[config.mk]
export PLATFORM = sky130hd
export DESIGN_NAME = signal_mode_ctrl
export DESIGN_NICKNAME = d
export VERILOG_FILES = /design/src/rtl/light_ctrl_pkg.sv /design/src/rtl/sw_debounce.sv /design/src/rtl/signal_mode_ctrl.sv
export SDC_FILE = /design/constraint.sdc
export NUM_CORES = 1
export LEC_CHECK = 0
export BUFFER_PORTS_ARGS = -buffer_cell sky130_fd_sc_hd__buf_2
export CAP_MARGIN = 5
export CORE_ASPECT_RATIO = 0.9
export CORE_MARGIN = 2
export CORE_UTILIZATION = 60
export DETAILED_ROUTE_END_ITERATION = 10
export PLACE_DENSITY_LB_ADDON = 0.25
export SLEW_MARGIN = 20
export SYNTH_ARGS = -nofsm -noshare
export SYNTH_HDL_FRONTEND = slang
export SYNTH_SLANG_ARGS = --single-unit
[constraint.sdc]
create_clock -name clk -period 1.8 [get_ports clk]
set_input_delay 0.09 -clock clk [delete_from_list [all_inputs] [get_ports clk]]
set_output_delay 0.09 -clock clk [all_outputs]
set_load 0.01 [all_outputs]
[src/rtl/light_ctrl_pkg.sv]
// Shared encodings for the tail-light control path: mode/state values used by the
// mode controller, the hazard flasher and the turn-signal sequencers.
package light_ctrl_pkg;

    localparam int MODE_W = 2;

    typedef enum logic [MODE_W-1:0] {
        ST_IDLE   = 2'd0,
        ST_LEFT   = 2'd1,
        ST_RIGHT  = 2'd2,
        ST_HAZARD = 2'd3
    } state_t;

    function automatic logic is_turn(input state_t s);
        return (s == ST_LEFT) || (s == ST_RIGHT);
    endfunction

endpackage

[src/rtl/sw_debounce.sv]
// One push-button conditioner: 2-FF synchroniser, stability counter and a registered
// one-cycle pulse on each debounced rising edge.
module sw_debounce #(
    parameter int DEB_CYCLES = 16,
    parameter int DEB_W      = 5
) (
    input  logic clk,
    input  logic rst_n,
    input  logic btn,
    output logic press
);

    logic             sync1;
    logic             sync2;
    logic [DEB_W-1:0] cnt;
    logic             level;
    logic             level_q;

    always_ff @(posedge clk or negedge rst_n) begin
        if (!rst_n) begin
            sync1 <= 1'b0;
            sync2 <= 1'b0;
        end else begin
            sync1 <= btn;
            sync2 <= sync1;
        end
    end

    // The level only moves after DEB_CYCLES consecutive disagreeing samples.
    always_ff @(posedge clk or negedge rst_n) begin
        if (!rst_n) begin
            cnt   <= '0;
            level <= 1'b0;
        end else if (sync2 == level) begin
            cnt <= '0;
        end else if (cnt == DEB_W'(DEB_CYCLES - 1)) begin
            cnt   <= '0;
            level <= sync2;
        end else begin
            cnt <= cnt + 1'b1;
        end
    end

    always_ff @(posedge clk or negedge rst_n) begin
        if (!rst_n) begin
            level_q <= 1'b0;
            press   <= 1'b0;
        end else begin
            level_q <= level;
            press   <= level & ~level_q;
        end
    end

endmodule

[src/rtl/signal_mode_ctrl.sv]
// Tail-light mode controller: debounces the hazard/left/right buttons and runs the
// IDLE/LEFT/RIGHT/HAZARD mode FSM. Define AUTO_CANCEL_EN to add the turn auto-cancel timer.
module signal_mode_ctrl
    import light_ctrl_pkg::*;
#(
    parameter int DEB_CYCLES     = 16,
    parameter int DEB_W          = 5,
    parameter int TIMEOUT_CYCLES = 4000,
    parameter int TO_W           = 12
) (
    input  logic              clk,
    input  logic              rst_n,
    input  logic              btn_haz,
    input  logic              btn_left,
    input  logic              btn_right,
    output logic              haz_ena,
    output logic              left_ena,
    output logic              right_ena,
    output logic [MODE_W-1:0] mode
);

    logic   press_haz;
    logic   press_left;
    logic   press_right;
    logic   timeout;
    state_t state_q;
    state_t state_d;

    sw_debounce #(.DEB_CYCLES(DEB_CYCLES), .DEB_W(DEB_W)) u_deb_haz (
        .clk(clk), .rst_n(rst_n), .btn(btn_haz), .press(press_haz)
    );

    sw_debounce #(.DEB_CYCLES(DEB_CYCLES), .DEB_W(DEB_W)) u_deb_left (
        .clk(clk), .rst_n(rst_n), .btn(btn_left), .press(press_left)
    );

    sw_debounce #(.DEB_CYCLES(DEB_CYCLES), .DEB_W(DEB_W)) u_deb_right (
        .clk(clk), .rst_n(rst_n), .btn(btn_right), .press(press_right)
    );

`ifdef AUTO_CANCEL_EN
    logic [TO_W-1:0] timer_q;

    // Restarts on every entry into a turn state, so LEFT<->RIGHT gets a fresh interval.
    always_ff @(posedge clk or negedge rst_n) begin
        if (!rst_n) begin
            timer_q <= '0;
        end else if (is_turn(state_d) && (state_d != state_q)) begin
            timer_q <= '0;
        end else if (is_turn(state_q)) begin
            timer_q <= timer_q + 1'b1;
        end else begin
            timer_q <= '0;
        end
    end

    assign timeout = is_turn(state_q) && (timer_q == TO_W'(TIMEOUT_CYCLES - 1));
`else
    assign timeout = 1'b0;
`endif

    always_ff @(posedge clk or negedge rst_n) begin
        if (!rst_n) begin
            state_q <= ST_IDLE;
        end else begin
            state_q <= state_d;
        end
    end

    // Hazard outranks everything; a simultaneous left+right press is a no-op.
    always_comb begin
        state_d = state_q;
        if (press_haz) begin
            state_d = (state_q == ST_HAZARD) ? ST_IDLE : ST_HAZARD;
        end else if (press_left && press_right) begin
            state_d = state_q;
        end else if (press_left) begin
            case (state_q)
                ST_IDLE, ST_RIGHT: state_d = ST_LEFT;
                ST_LEFT:           state_d = ST_IDLE;
                default:           state_d = state_q;
            endcase
        end else if (press_right) begin
            case (state_q)
                ST_IDLE, ST_LEFT: state_d = ST_RIGHT;
                ST_RIGHT:         state_d = ST_IDLE;
                default:          state_d = state_q;
            endcase
        end else if (timeout) begin
            state_d = ST_IDLE;
        end
    end

    assign haz_ena   = (state_q == ST_HAZARD);
    assign left_ena  = (state_q == ST_LEFT);
    assign right_ena = (state_q == ST_RIGHT);
    assign mode      = state_q;

endmodule

### Word-level counts from Yosys, hierarchy flattened

Cells that the tools add are included.

| storage, ports and cells | value |
|---|---|
| flip-flop bits (word level) | 32 |
| output and inout bits | 5 |
| logic and storage cells | 65 |
| bits of input ports | 5 |

| cells by class | value |
|---|---|
| reduce and logical (&&, ||, !) cells | 10 |
| bitwise operators | 9 |
| add/subtract/negate cells | 3 |
| equal/unequal tests | 11 |
| mux-type cells | 13 |

Operators by type and width:

| cell | count |
|---|---|
| 5-bit 2-to-1 mux | 6 |
| 5-bit by 1-bit adder with 5-bit output, second input constant | 3 |
| 5-bit by 4-bit == test with 1-bit output, second input constant | 3 |
| 2-bit 2-to-1 mux | 5 |
| 2-bit case mux with 2 select lines | 2 |
| 1-bit NOT | 6 |
| 2-bit AND reduction | 3 |
| 2-bit == test, second input constant | 2 |
| 4-bit inequality test, second input constant | 1 |
| 4-bit AND reduction | 1 |
| 4-bit nonzero test | 1 |
| 2-bit OR reduction | 2 |
| 1-bit bitwise AND | 3 |
| 1-bit == test | 3 |
| 3-bit nonzero test | 1 |
| 2-bit by 1-bit == test with 1-bit output, second input constant | 1 |
| 2-bit zero test | 1 |
| 2-bit by 1-bit inequality test with 1-bit output, second input constant | 1 |
| 1-bit logical AND | 1 |

### Depth between registers and ports, before layout

| depth | value |
|---|---|
| word-level depth | 7 |
| gate-level depth with buffers | 4 |
| mapped depth without buffers | 4 |

### Cells and area by module

Synthesis repeated with hierarchy kept, for this count alone.

| second synthesis, totals | value |
|---|---|
| cell total of the unflattened synthesis | 94 |
| area total of the unflattened synthesis | 1,242.4 sq um |

Modules (own cells, without submodules):

| module | instances | seq. area each (sq um) | area an instance (sq um) | cells each |
|---|---|---|---|---|
| sw_debounce | 3 | 250.2 | 364.1 | 26 |
| signal_mode_ctrl | 1 | 50.0 | 150.1 | 16 |

### Worst setup path before layout

OpenSTA, ideal clock, no wires.

| timing | value |
|---|---|
| path kind | register to register |
| from | reg u_deb_haz.cnt[0] |
| to | reg u_deb_haz.level |
| stages on the path, launching flop included | 5 |
| slack | 0.630 ns |
| period minus slack after synthesis | 1.170 ns |
| library setup time | 0.125 ns |
| required time | 1.675 ns |
| buffers on the path | 0 |
| data arrival time | 1.045 ns |
| cell sequence | dfrtp_1 -> ha_1 -> nand3_1 -> nor2_1 -> mux2_2 |

| on the way | value |
|---|---|
| longest elaborated chain between the ends | 2 |

Ends and longest elaborated chain:

| what | line | text |
|---|---|---|
| start, declared | sw_debounce.sv:15 | `logic [DEB_W-1:0] cnt;` |
| start signal, assigned | sw_debounce.sv:40 | `cnt <= cnt + 1'b1;` |
| 5-bit by 4-bit == test with 1-bit output | sw_debounce.sv:36 | `end else if (cnt == DEB_W'(DEB_CYCLES - 1)) begin` |
| 2-bit AND reduction (no line) | -- |  |
| end signal, assigned | sw_debounce.sv:38 | `level <= sync2;` |
| end, declared | sw_debounce.sv:16 | `logic level;` |

No other way between the ends.
A chain may end at the register's enable or synchronous reset.

### Worst setup path after layout

| timing | value |
|---|---|
| from | reg u_deb_right.cnt[0] |
| to | reg u_deb_right.level |

| on the way | value |
|---|---|
| longest elaborated chain between the ends | 2 |

Ends and longest elaborated chain:

| what | line |
|---|---|
| start, declared | sw_debounce.sv:15 |
| start signal, assigned | sw_debounce.sv:40 |
| 5-bit by 4-bit == test with 1-bit output | sw_debounce.sv:36 |
| 2-bit AND reduction (no line) | -- |
| end signal, assigned | sw_debounce.sv:38 |
| end, declared | sw_debounce.sv:16 |

No other way between the ends.

==> impl_metrics.toml <==
[layout]
seq_area_um2 = 801
layout-drive-gt1-share = 0.183
multiInputGateArea_um2 = 397
final_util = 0.728
finish.cell_count_without_fillers = 140
insertedDiodeCount = 0
layout.nets = 123
fillCellCount = 145
synthToLayoutAreaGrowth_pct = 15.0

[pwr]
leakagePower_nw = 0.765
pwr_density_cell_mw_per_mm2 = 910
vdd.ir_drop.worst_mv = 0.664

[setup_path]
setup_slack_of_the_most_critical_reg_to_reg_path_ns = 0.57
worst_path_max_delay_cell = "sky130_fd_sc_hd__dfrtp_1"
required_ns = 2.00
worst-setup-path-type = "reg2reg"
timing.critical_path.fanout_max = 3
delay_of_the_slowest_cell_on_the_worst_path_ns = 0.37
worstPathBufferInverterCount = 0
critical_path.top_delay_family = "flip-flops"
type_of_destination_of_the_critical_path = "flip-flop"
critPathLaunchType = "flip-flop"
path_cells = "ha_1, nand3_1, nor2_1, mux2_2"
arrival_ns = 1.43

[yosys]
post_synth_inst_count = 95
most_area_consuming_cells_after_synthesis = "sky130_fd_sc_hd__dfrtp_1 66%, sky130_fd_sc_hd__xor2_1 6.5%, sky130_fd_sc_hd__nor2_1 4.0%, sky130_fd_sc_hd__ha_1 3.1%, sky130_fd_sc_hd__nor2b_1 3.1%"
ys_seq_elements = 32
netlist.area_leader.share = 0.660
synth_warnings = 0
synthesized_area_mm2 = 0.00121
yosysSeqAreaShare = 0.660
postSynthAreaPerCell_um2 = 12.8
syn_nets = 103
post-synth-top-area-cell = "sky130_fd_sc_hd__dfrtp_1"
post_synth_num_cell_types = 21

[floorplan]
floorplan.core_area_mm2 = 0.00191
boundaryPins = 10
overall_die_area_mm2 = 0.00240
die_y_um = 46.6
initial_core_util = 0.633
floorplan.rows = 15
die_x_extent_um = 51.4

[cts]
clk_latency_ns = 0.32
cts_buffers = 5
numClockSinks = 32
tritoncts_clock_tree = "yes"
clock_tree.root_cell = "sky130_fd_sc_hd__clkbuf_4"
clk_pin_slew_ns = 0.10
htree_levels = 2
clock_tree.buffer_depth = 2

[sta]
finalSetupViolations = 0
fmax_ghz = 0.811
period_share = 0.685
finClkSkew_ns = 0.0111
rsz_0062_raised_after_global_routing = "no"
fin_setup_tns_ns = 0
final_hold_viol_count = 0
period_needed_ns = 1.23
drv_slew = 0
tightest_slew_ns = 0.668
slew_headroom = 0.555

[global_routing]
grt_max_degree = 33
globalRouteTotalUtil = 0.166
antenna_found_initial = 0
first_global_vias = 631
global_route_wire_length_before_repair_mm = 2.59
overflow = 0

[place]
detailedPlacementHpwl_mm = 1.04
buffer_ports.inserted = 9
post_placement_cell_count = 129
gp_routability_congestion = 0.716

[min_path]
hp-class = "in2async"

[routing]
via_to_cell_ratio = 4.95
postRouteAntennaNets = 0
detail_route.wirelength_mm = 1.55
first_pass_drt_iterations = 4
remaining_drc_errors = 0
post_drt_wl_per_cell_um = 11.1
num_vias = 693
initial_drc_count = 12

[job]
cap_viol_max_count = 0

[status]
status = "complete, no violations"
==> synth_stat cells, drive strengths merged <==
master and number:
a21oi 1, nor2b 6, ha 3, nand2 1, o22ai 1, nand3 6, a22oi 2, mux2 3
nor2 13, o21ai 3, and3 3, and2b 1, and2 4, inv 4, o31a 1, xor2 9
or2b 1, a21bo 1, dfrtp 32
==> final timing paths <==
kind | cells past startpoint | endpoint | from
min | 2 | u_deb_haz.cnt[3] | rst_n
max reg2reg | 4 | u_deb_right.level | u_deb_right.cnt[0]
max in group asynchronous | 2 | u_deb_right.sync1 | rst_n
min in group clk | 0 | u_deb_left.sync2 | u_deb_left.sync1
min reg2reg | 0 | u_deb_left.sync2 | u_deb_left.sync1
max | 4 | u_deb_right.level | u_deb_right.cnt[0]
==> cell usage in the layout, fill, tap and decap left out, drive strengths merged <==
cell type	n
nor2b	6
a22oi	2
a21bo	1
and2b	1
and2	4
buf	9
dlygate4sd3	4
ha	3
o22ai	1
clkbuf	7
dfrtp	32
inv	4
or2b	1
o31a	1
nand3	6
nand2	1
nor2	13
a21oi	1
mux2	3
and3	3
o21ai	3
xor2	9
==> metrics by stage <==
step | hold WS (ns) | total power [mW] | setup slack, ns | instance area, µm²
6_report | 0.330 | 1.27 | 0.567 | 1390
5_1_grt | 0.361 | 1.33 | 0.473 | 1390
4_1_cts | 0.350 | 1.29 | 0.559 | 1390
3_5_place_dp | 0.169 | 0.842 | 0.569 | 1290
3_3_place_gp | 0.157 | 0.838 | 0.582 | 1290
2_1_floorplan | -0.206 | 0.811 | 0.630 | 1210
==> sequential cells by signal, indices dropped and copies added, names as in the netlist, 2 cells and up <==
name,flops
u_deb_haz.cnt,5
u_deb_left.cnt,5
u_deb_right.cnt,5
mode,2
==> where the power goes <==
part           total (mW)  leakage (nW)  internal (mW)  switching [mW]
Combinational      0.0692         0.302         0.0319          0.0372
Clock               0.437        0.0374          0.221           0.216
Sequential          0.762         0.425          0.744          0.0187
==> layout make-up <==
type / count / share of cell area
clock buffer: 7 / 0.0467
tap: 25 / 0.0224
timing repair buffer: 13 / 0.0610
sequential: 32 / 0.575
inverter: 4 / 0.0108
multi-input combinational: 59 / 0.285
==> metal layers <==
metal	vias up	wire, µm	GRT usage	part of all wire
met3	2	72	0.0877	0.047
met1	328	717	0.187	0.46
met2	12	735	0.249	0.47
met5	-	0	0	0
li1	351	-	-	-
met4	0	24	0.111	0.016
==> cells by family after synthesis <==
group                    share of synthesized area
XOR/XNOR                                    0.0650
flip-flops                                   0.660
adder cells (fa/ha/maj)                     0.0310
AO/OA/AOI/OAI                               0.0537
AND/OR/NAND/NOR                              0.150
buffers and inverters                       0.0124
multiplexers                                0.0279
==> what timing repair did <==
item                       CTS  global route
setup endpoints to repair    0             0
hold buffers                 4             0
setup buffers                0             0
hold endpoints to repair    35             0
gates resized for setup      0             0
Note: power is estimated with default switching activity, not from simulation.
